--- src/rtl/instr_fetch_unit.sv ---
// Fetch stage in front of the single-cycle datapath: issues one request per PC to a
// variable-latency instruction memory and presents the word for exactly one execute cycle.
module instr_fetch_unit #(
  parameter int unsigned TIMEOUT     = 15,
  parameter logic [31:0] RESET_INSTR = 32'h0000_0000
) (
  input  logic        clk,
  input  logic        reset,
  input  logic [31:0] pc,
  output logic        imem_req_valid,
  input  logic        imem_req_ready,
  output logic [31:0] imem_req_addr,
  input  logic        imem_resp_valid,
  input  logic [31:0] imem_resp_data,
  output logic [31:0] instruction,
  output logic        instr_valid,
  output logic        pc_advance,
  output logic        fetch_error,
  output logic [31:0] fetch_count
);

  typedef enum logic [2:0] {
    S_IDLE,
    S_REQ,
    S_WAIT,
    S_VALID,
    S_ERROR
  } state_e;

  localparam logic [7:0] TIMEOUT_C = 8'(TIMEOUT);

  state_e      state_q, state_d;
  logic [7:0]  timer_q, timer_d;
  logic [31:0] instr_q, instr_d;
  logic [31:0] count_q, count_d;
  logic        error_q, error_d;
  logic        misaligned;
  logic [7:0]  timer_inc;

  assign misaligned = |pc[1:0];
  assign timer_inc  = timer_q + 8'd1;

  // NOTE: every signal written here gets a default first, so no path leaves it
  // unassigned and no latch is inferred.
  always_comb begin
    state_d        = state_q;
    timer_d        = timer_q;
    instr_d        = instr_q;
    count_d        = count_q;
    error_d        = error_q;
    imem_req_valid = 1'b0;
    instr_valid    = 1'b0;
    pc_advance     = 1'b0;

    case (state_q)
      S_IDLE: begin
        state_d = S_REQ;
      end

      S_REQ: begin
        if (misaligned) begin
          state_d = S_ERROR;
          error_d = 1'b1;
        end else begin
          imem_req_valid = 1'b1;
          if (imem_req_ready) begin
            state_d = S_WAIT;
            timer_d = 8'd0;
          end
        end
      end

      S_WAIT: begin
        // A response in the cycle that would expire the timer still wins.
        if (imem_resp_valid) begin
          instr_d = imem_resp_data;
          state_d = S_VALID;
        end else begin
          timer_d = timer_inc;
          if (timer_inc == TIMEOUT_C) begin
            state_d = S_ERROR;
            error_d = 1'b1;
          end
        end
      end

      S_VALID: begin
        instr_valid = 1'b1;
        pc_advance  = 1'b1;
        count_d     = count_q + 32'd1;
        state_d     = S_REQ;
      end

      S_ERROR: begin
        state_d = S_ERROR;
      end

      default: begin
        state_d = S_IDLE;
      end
    endcase
  end

  // NOTE: state registers use non-blocking assignments so every flop samples
  // the pre-edge values, independent of statement order.
  // NOTE: the instruction register is reset as well because its reset value
  // (a NOP) is visible to the datapath before the first capture.
  always_ff @(posedge clk or negedge reset) begin
    if (!reset) begin
      state_q <= S_IDLE;
      timer_q <= 8'd0;
      instr_q <= RESET_INSTR;
      count_q <= 32'd0;
      error_q <= 1'b0;
    end else begin
      state_q <= state_d;
      timer_q <= timer_d;
      instr_q <= instr_d;
      count_q <= count_d;
      error_q <= error_d;
    end
  end

  assign imem_req_addr = pc;
  assign instruction   = instr_q;
  assign fetch_count   = count_q;
  assign fetch_error   = error_q;

endmodule

--- config.mk ---
export PLATFORM = sky130hd
export DESIGN_NAME = instr_fetch_unit
export DESIGN_NICKNAME = d
export VERILOG_FILES = /design/src/rtl/instr_fetch_unit.sv
export SDC_FILE = /design/constraint.sdc
export NUM_CORES = 1
export LEC_CHECK = 0
export CORE_MARGIN = 2
export CORE_UTILIZATION = 38
export DETAILED_ROUTE_END_ITERATION = 16
export PLACE_DENSITY = 0.78
export SETUP_SLACK_MARGIN = 0.1
export SLEW_MARGIN = 20
export SYNTH_ARGS = -nofsm -noshare
export SYNTH_HDL_FRONTEND = slang
export SYNTH_SLANG_ARGS = --single-unit
--- constraint.sdc ---
create_clock -name clk -period 1.7 [get_ports clk]
set_input_delay 0.17 -clock clk [delete_from_list [all_inputs] [get_ports clk]]
set_output_delay 0.17 -clock clk [all_outputs]
set_load 0.02 [all_outputs]
Word-level counts from Yosys, hierarchy flattened:

Index checks and enable logic that the tools add are counted.

* bits in registers: 76
* bits of input ports: 68
* output and inout port bits: 100
* logic and storage cells: 43

* add/sub/neg operators: 2
* eq/ne operators: 12
* muxes and demuxes: 16
* reductions and logical operators: 8

Operators by type and width (number)
* $add 32x1->32 const B: 1
* $mux 8: 3
* $pmux 8 s2: 1
* $mux 3: 4
* $pmux 3 s4: 1
* $ne 2x2->1 const B: 5
* $add 8x1->8 const B: 1
* $eq 8x4->1 const B: 1
* $reduce_and 4->1: 2
* $eq 3x2->1 const B: 2
* $mux 1: 6
* $ne 3x3->1 const B: 2
* $reduce_and 2->1: 2
* $reduce_or 2->1: 2
* $eq 3x1->1 const B: 1
* $eq 3x3->1 const B: 1
* $logic_not 3->1: 1
* $pmux 1 s2: 1
* $reduce_bool 2->1: 1

Depth between registers and ports, before layout:

Gate-level depths: netlist (run 1).

* depth after elaboration: 5
* gate-level depth with buffers: 7
* depth with buffers taken out: 6

Worst setup path after synthesis (run 1):

OpenSTA, ideal clock, no wires.

* kind: flip-flop to flip-flop
* start point: register count_q[0], in the netlist fetch_count[0]
* end point: register count_q[30], in the netlist fetch_count[30]
* setup time: 0.080 ns
* data arrival time: 1.720 ns
* required time: 1.620 ns
* slack: -0.099 ns
* stages on the path, launching flop included: 6
* buffers on the path: 0
* clock period less this slack: 1.799 ns
* path through: dfrtp_1 -> ha_1 -> nand3_1 -> nor4_4 -> and4_1 -> xor2_1

* longest elaborated chain between the ends: 1

RTL lines
* start, declared: RTL line 35 `logic [31:0] count_q, count_d;`
* start signal, assigned: RTL line 119 `count_q <= count_d;`
* $add 32x1->32: RTL line 90 `count_d = count_q + 32'd1;`

Every way passes these cells.
A chain may end at the register's enable or synchronous reset.

Worst setup path in the final report (run 1):

* start point: register state_q[2]
* end point: register count_q[25], in the netlist fetch_count[25]

* longest elaborated chain between the ends: 1

RTL lines
* start, declared: RTL line 32 `state_e state_q, state_d;`
* start signal, assigned: RTL line 116 `state_q <= state_d;`
* $eq 3x2->1: RTL line 55 `case (state_q)`

Every way passes these cells.

==> results of run 1 <==
## cell type report
cell class | count | share of cell area [%]
clock buffers | 10 | 2.50
clock inverters | 6 | 1.59
inverters | 6 | 0.500
multi-input cells | 189 | 29.6
flip-flops and latches | 76 | 35.0
well taps | 129 | 2.93
repair buffers | 160 | 27.9
## cells in the mapped netlist (2+ instances only)
cell      instances
dfrtp_1          76
mux2_1            2
inv_1             5
nand2b_1          2
nand3_1          14
o31ai_1           3
and4_1            4
o21ai_0          11
nand4_1          17
nor2_1           11
nor3_1            2
xor2_1            8
o31a_1            2
nor3b_1           3
clkbuf_1          6
nor4b_1           2
buf_2             5
nor4_1            4
mux2_2           30
buf_4            33
a31oi_1           3
ha_1              3
nand2_1          15
and2_1            3
xnor2_1          23
and3_1            8
## kinds of logic (layout without fill, tap and decap cells)
| kind of cell | Yosys count | count (layout) | share of synthesized area (%) |
|---|---|---|---|
| adder cells (fa/ha/maj) | 3 | 3 | 1.03 |
| AND/OR/NAND/NOR | 94 | 94 | 15.6 |
| AO/OA/AOI/OAI | 29 | 29 | 5.34 |
| multiplexers | 32 | 32 | 9.85 |
| flip-flops | 76 | 76 | 52.0 |
| buffers and inverters | 51 | 182 | 8.82 |
| XOR/XNOR | 31 | 31 | 7.42 |
## stage by stage
step / cells / power, mW / worst slack [ps]
floorplan: 316 / 3.24 / 106
CTS: 557 / 5.57 / 44.2
global placement: 537 / 3.95 / -55.3
global route: 576 / 6.03 / -5.99
finish: 576 / 5.74 / 57.7
detailed placement: 537 / 4.00 / -136
## power breakdown
part           total (mW)  leakage [nW]  switching [mW]  internal [mW]
Combinational        1.85          1.52           0.832           1.02
Sequential           2.35         0.995           0.228           2.12
Clock                1.53         0.105           0.669          0.863
## flip-flops by register name, summed over array words and instances (netlist names)
| signal | flops |
|---|---|
| state_q | 3 |
| timer_q | 8 |
| fetch_count | 32 |
| fetch_error | 1 |
| instruction | 32 |
## routing by layer
metal / vias up / GRT usage [%]
met5: - / 0
met4: 0 / 5.54
met3: 14 / 4.79
met2: 93 / 28.8
met1: 1443 / 21.4
li1: 1348 / -
## repair_timing
item | 4_1_cts | 5_1_grt
hold buffers | 1 | 0
cloned | 0 | 1
setup endpoints to repair | 48 | 75
gates resized for setup | 43 | 46
pin swaps | 5 | 15
hold endpoints to repair | 44 | 0
buffers inserted | 3 | 18
## final timing paths
kind                                               end  cells past startpoint                         from  slack, ps
max in group asynchronous   instruction[2]$_DFFE_PN0P_                      3                        reset        750
max reg2reg                fetch_count[25]$_DFFE_PN0P_                      6       state_q[2]$_DFFE_PN0P_         60
min in group asynchronous      fetch_error$_DFFE_PN0P_                      2                        reset        370
min reg2reg                fetch_count[31]$_DFFE_PN0P_                      1  fetch_count[31]$_DFFE_PN0P_        480
min                                  imem_req_addr[15]                      0                       pc[15]        340
max                        fetch_count[25]$_DFFE_PN0P_                      6       state_q[2]$_DFFE_PN0P_         60
==> run metrics, run 1 <==
num rows 35; Hold WS between 300 and 400 ps; Worst path top cell family by delay simple AND/OR/NAND/NOR gates; area grow syn2layout 50.4%; CTS Buffer Depth 2; Die Width a little over 100 um; n_diodes 0; ys flop type dfrtp_1; fin area between 5000 and 6000 um^2; first-pass GRT wire length 14.0 mm; slowest stage delay, CP between 400 and 500 ps; DP Area between 4000 and 5000 um^2; DR WL met2 4.63 mm; register area share after synthesis about half; DRC Markers 0; Crit Path Category reg2reg; worst path arrival time about 1900 ps; post-layout min period between 1500 and 2000 ps; FF/Latch Area ~1900 um^2; post-synth top area share between 50 and 60%; Layout Nets 513; clock sink total 76; Critical path buffers and inverters 2; vias in the first global route around 2900; router iterations before antenna repair 5; Clk pin slew, worst setup/hold paths about 70 ps; multi-input logic area roughly 1600 um^2; Crit. End Element register; Routed WL about 9.0 mm; final period utilization just under 100%; EDFF count, synth 0; slew of the pin with the lowest slew margin between 600 and 700 ps; Critical Path Slowest Stage Cell dfrtp_2; Ports 168; maximum VDD drop ~0.59 mV; status finished, final reports clean; initial core utilization between 30 and 40%; CTS root buf clkbuf_8; max_slew headroom between 50% and 60%; met3 wire len roughly 510 um; pin count of the biggest net entering global routing 46; number of I/O port buffers 107; Vias between 2000 and 3000; HP Class in2out; Finish-stage setup viols 0; worst skew pair latency ~350 ps; Num CTS Buffers 9; post-DP HPWL around 6.2 mm; gr usage total 17.1%; YS warnings 0; Worst setup SP type register; top routing layer used met4; ys async rst share 100%; Final Max Slew Viols 0; endpoints failing hold 0; Max-Cap Viols 0; global route overflow 0; Post-Syn Nets between 300 and 400; initial DRC count between 60 and 70; worst-path cell chain nand3b_4, inv_6, nand4_1, buf_4, nor3_2, xnor2_1; Mapped Cells ~320; RSZ-0062 raised after global routing true; post-synth cell types 47; synth top area cells dfrtp_1, mux2_2, buf_4; Fmax achieved 609 MHz; Vert. Die Dim approximately 100 um; worst path required time approximately 2000 ps; ANT nets after route 0; wire per inst between 15 and 20 um; FILL cells about 800; Yosys top cell by area dfrtp_1; H-Tree Depth 3; syn_area_per_cell roughly 12 um^2; core box area slightly above 9000 um^2; commonest non-fill, non-tap cell in the layout clkdlybuf4s50_1; static leakage 2.62 nW; CTS tree built; setup TNS 0 ps; clk_skew around 5.3 ps; Core Util, Final roughly 59%; most frequent cells in the layout clkdlybuf4s50_1, dfrtp_1, buf_4; flops & latches, synth between 70 and 80; Final Wtd Congestion roughly 0.8; share of cells above drive strength 1 a little over a third; initial antenna violation count 0; power density cells between 1000 and 1500 nW/um^2; Die ar. ~10000 um^2; Synth Cell Area 3660 um^2; met1 WL roughly 3.8 mm; crit-path max FO 6; drt via density just over 5
No activity file was read; power rests on OpenSTA's default activity.
==> run 2, diff against run 1 <==
Settings changed: CTS_CLUSTER_DIAMETER from default to 80.
==> results of run 2 <==
Final layout, timing and power as in run 1 (identical DEF).
==> RTL change 1 (config.mk and constraints of run 2) <==
Encoding of `state_e`: now one-hot (5 bits for 5 states).
--- a/src/rtl/instr_fetch_unit.sv
+++ b/src/rtl/instr_fetch_unit.sv
@@ -20,10 +20,10 @@
 );
 
-  typedef enum logic [2:0] {
-    S_IDLE,
-    S_REQ,
-    S_WAIT,
-    S_VALID,
-    S_ERROR
+  typedef enum logic [4:0] {
+    S_IDLE  = 5'b00001,
+    S_REQ   = 5'b00010,
+    S_WAIT  = 5'b00100,
+    S_VALID = 5'b01000,
+    S_ERROR = 5'b10000
   } state_e;
 
Formal check against the unedited RTL: same outputs for any inputs over 10 cycles, from zero or initial values and one cycle with reset low; not proved beyond that.
==> RTL change 1 against run 2 <==
The flow now finishes with violations (setup timing). Routed wire length up 15%. Critical path depth down 1. Worst hold slack about the same. Sequential share of layout area down 2.8 points. Global-route usage up 1.9 points. Worst setup slack worse by 0.39 ns. Die area up 2.8%. Power up 8.1%. Synthesized cell count up 2.5%. Design area up 10%. Synthesized area up 2.9%. Combinational power up 35%. Sequential cell count up 2. Critical path type unchanged. Critical endpoint is now fetch_count[26]. Largest power group is now combinational cells.
==> RTL change 1: results (changes against run 2) <==
multi-input gates=196 (+3.7%); peak supply drop=0.000715 V (+21%); CP Max Fanout=4 (-2); fin nets=547 (+6.6%); Post-Synth Adder-Cell Area=0.997% (-0.029 points); Logic power comb=2.50 mW (+35%); Finished Layout Cells=614 (+6.6%); Synth Area in Compound Gates=4.45% (-0.88 points); gpl congestion=0.789 (+0.17%); HP Class=input port to async pin; crit path max-delay cell type=or4_4; failing checks=setup timing; Psw=1.92 mW (+11%); vias per cell=5.03 (about the same); clock skew=0.00822 ns (+0.00293 ns); fraction of area in registers=32.2% (-2.8 points); setup bufs post-CTS=16 (+13); multi-input combinational area share=31.4% (+1.8 points); Placed Area=5220 sq um (+7.1%); fraction of synthesized area in multiplexers=9.87% (+0.018 points); Post-Syn Nets=395 (+2.1%); clk tree area frac=3.39% (-0.71 points); Total GRT Usage=19.0% (+1.9 points); placed cells=566 (+5.4%); Register Area=1950 sq um (+1.4%); most instantiated cells after synthesis=dfrtp_1 (77), buf_4 (33), mux2_2 (33), xor2_1 (20), nor3_1 (18); Inverters=8 (+2); syn avg cell area=11.6 sq um (+0.40%); register area share after synthesis=51.9% (-0.12 points); drt initial violations=86 (+37%); Final setup viols=78 (+78); PD cells=1020 nW/um^2 (-1.9%); DR pass1 iterations=4 (-1); top post-synthesis cells by area=dfrtp_1 (51%), mux2_2 (9.9%), buf_4 (6.6%), xor2_1 (4.7%), xnor2_1 (3.0%); HPWL after detailed placement=6550 microns (+6.0%); TNS Setup=-14.28 ns (-14.28 ns); Clock Buffer Count=14 (+4); Non-clock buffers=183 (+14%); fillers=758 (-5.1%); Max-slew headroom=63.6% (+4.2 points); outcome=complete, but fails checks; share of layout cells above drive strength 1=39.1% (+4.0 points); global-route wire length before repair=16,300 microns (+16%); Final WS setup=-0.336 ns (-0.394 ns); Critical Path Max Stage Delay=0.57 ns (+0.13 ns); Yosys cell types=45 (-4.3%); Layout non-clock buf frac=29.8% (+1.9 points); xor and xnor area share after synthesis=7.67% (+0.25 points); Sinks on Clock Net=78 (+2.6%); part of the power in the clock network=22.5% (-4.2 points); vias in the first global route=3,222 (+12%); Hold-fix buffers, CTS=1 (unchanged); Well Taps=133 (+3.1%); pin count of the biggest net entering global routing=41 (-11%); CP Data Arrival Time=2.31 ns (+0.40 ns); CTS resizes=83 (+93%); Total Wirelength=10,400 microns (+15%); leakage=3.28 nW (+25%); Setup WS pre-CTS=-0.423 ns (-0.287 ns)
RTL change 1: cell types whose count changed after synthesis, moves of 4 or more:
cell	change
o21ai_0	-5
nor3_1	+16
xnor2_1	-10
xor2_1	+12
nor2_1	-4
buf_2	-4
a21oi_1	+5
nand4_1	-7
buf_1	+4
RTL change 1: final timing paths:
| path | slack (ns) | startpoint | cells past startpoint | endpoint |
|---|---|---|---|---|
| worst min-delay path | 0.34 | reset | 2 | fetch_count[5] |
| worst max-delay path | -0.34 | state_q[0] | 5 | fetch_count[26] |
| max in group asynchronous | 0.76 | reset | 3 | instruction[1] |
| worst min register to register | 0.49 | fetch_count[31] | 1 | fetch_count[31] |
| min in group clk | 0.34 | pc[9] | 0 | imem_req_addr[9] |
| worst max register to register | -0.34 | state_q[0] | 5 | fetch_count[26] |
RTL change 1: metal layers:
metal  GRT usage [%]  up-vias  share of wire, %
met5               0        -                 0
met4            6.76        0               2.1
met3            7.55       28               6.6
met2            32.9      104                53
met1            21.3     1540                39
li1                -     1418                 -
==> RTL change 2 (config.mk and constraints of run 2) <==
Made on the original files. The parameter `TIMEOUT` goes from 15 to 14.
--- a/src/rtl/instr_fetch_unit.sv
+++ b/src/rtl/instr_fetch_unit.sv
@@ -2,5 +2,5 @@
 // variable-latency instruction memory and presents the word for exactly one execute cycle.
 module instr_fetch_unit #(
-  parameter int unsigned TIMEOUT     = 15,
+  parameter int unsigned TIMEOUT     = 14,
   parameter logic [31:0] RESET_INSTR = 32'h0000_0000
 ) (
Behaviour: no difference found for any inputs over 10 cycles, from zero or initial values and one cycle with reset low; that may be too few to reach the edited logic, so the function may still have changed.
==> RTL change 2 against run 2 <==
Design area up 1.5%. Worst hold slack worse by 0.036 ns. Utilization up 0.92 points. Sequential cell count unchanged. Worst setup slack worse by 0.0091 ns. Routed wire length up 3.7%. Maximum frequency down 0.55%. Non-clock buffer count up 6. Synthesized area down 0.10%. Power down 1.5%. Cell count up 1.0%. Count of clock-buffer cells in the layout unchanged. Synthesized cell count down 0.32%. Critical endpoint is now instruction[4].
==> RTL change 2: results (changes against run 2) <==
clock skew=0.00942 ns (+0.00414 ns); HP Class=input port to async pin; Psw=1.76 mW (+1.9%); global-route wire length before repair=14,000 microns (+0.19%); placed cells=538 (+0.19%); outcome=completed; P&R area growth vs syn=52.9%; Placed Area=4880 sq um (+0.23%); Finished Layout Cells=582 (+1.0%); CP Data Arrival Time=1.87 ns (-0.04 ns); met2 WL post-DR=4700 microns (+1.5%); Post-Syn Nets=386 (-0.26%); Post-Synth Adder-Cell Area=1.03% (+0.0011 points); DRT met1 WL=3950 microns (+4.8%); Critical Path Max Stage Delay=0.47 ns (+0.03 ns); clk tree area frac=3.61% (-0.49 points); fraction of synthesized area in multiplexers=9.86% (+0.010 points); Logic power comb=1.89 mW (+2%); top post-synthesis cells by area=dfrtp_1 (52%), mux2_2 (9.2%), buf_4 (6.8%), xnor2_1 (5.5%), nand4_1 (2.9%); Crit. Startpoint=state_q[0]; vias in the first global route=2,847 (-1.2%); fin crit share=97.1% (+0.54 points); share of layout cells above drive strength 1=35.3% (+0.20 points); xor and xnor area share after synthesis=7.43% (+0.0076 points); Max-slew headroom=71.0% (+12 points); register area share after synthesis=52.0% (+0.053 points); syn avg cell area=11.6 sq um (+0.21%); Non-clock buffers=166 (+3.8%); leakage=2.76 nW (+5.3%); Worst Hold Slack=0.304 ns (-0.0355 ns); CP Max Fanout=16 (+10)
[RTL change 2: changes by cell type after synthesis]
cell      change
clkbuf_1      -1
[RTL change 2: what timing repair did]
item,4_1_cts,5_1_grt
resized for setup,36,59
hold buffers,1,0
endpoints found under the hold margin,32,0
cloned,0,1
pin swaps,6,14
buffers inserted,9,17
endpoints found under the setup margin,40,81
[RTL change 2: critical path: cells and delay by family (launching register included)]
family / cells / cell delay (ns)
and+or+nand+nor: 2 / 0.53
muxes: 1 / 0.33
buffers and inverters: 1 / 0.19
DFF: 1 / 0.47
[RTL change 2: layer usage]
| metal | vias up | track usage, % |
|---|---|---|
| li1 | 1360 | - |
| met1 | 1418 | 22.2 |
| met2 | 102 | 28.6 |
| met3 | 24 | 4.10 |
| met4 | 0 | 7.49 |
| met5 | - | 0 |
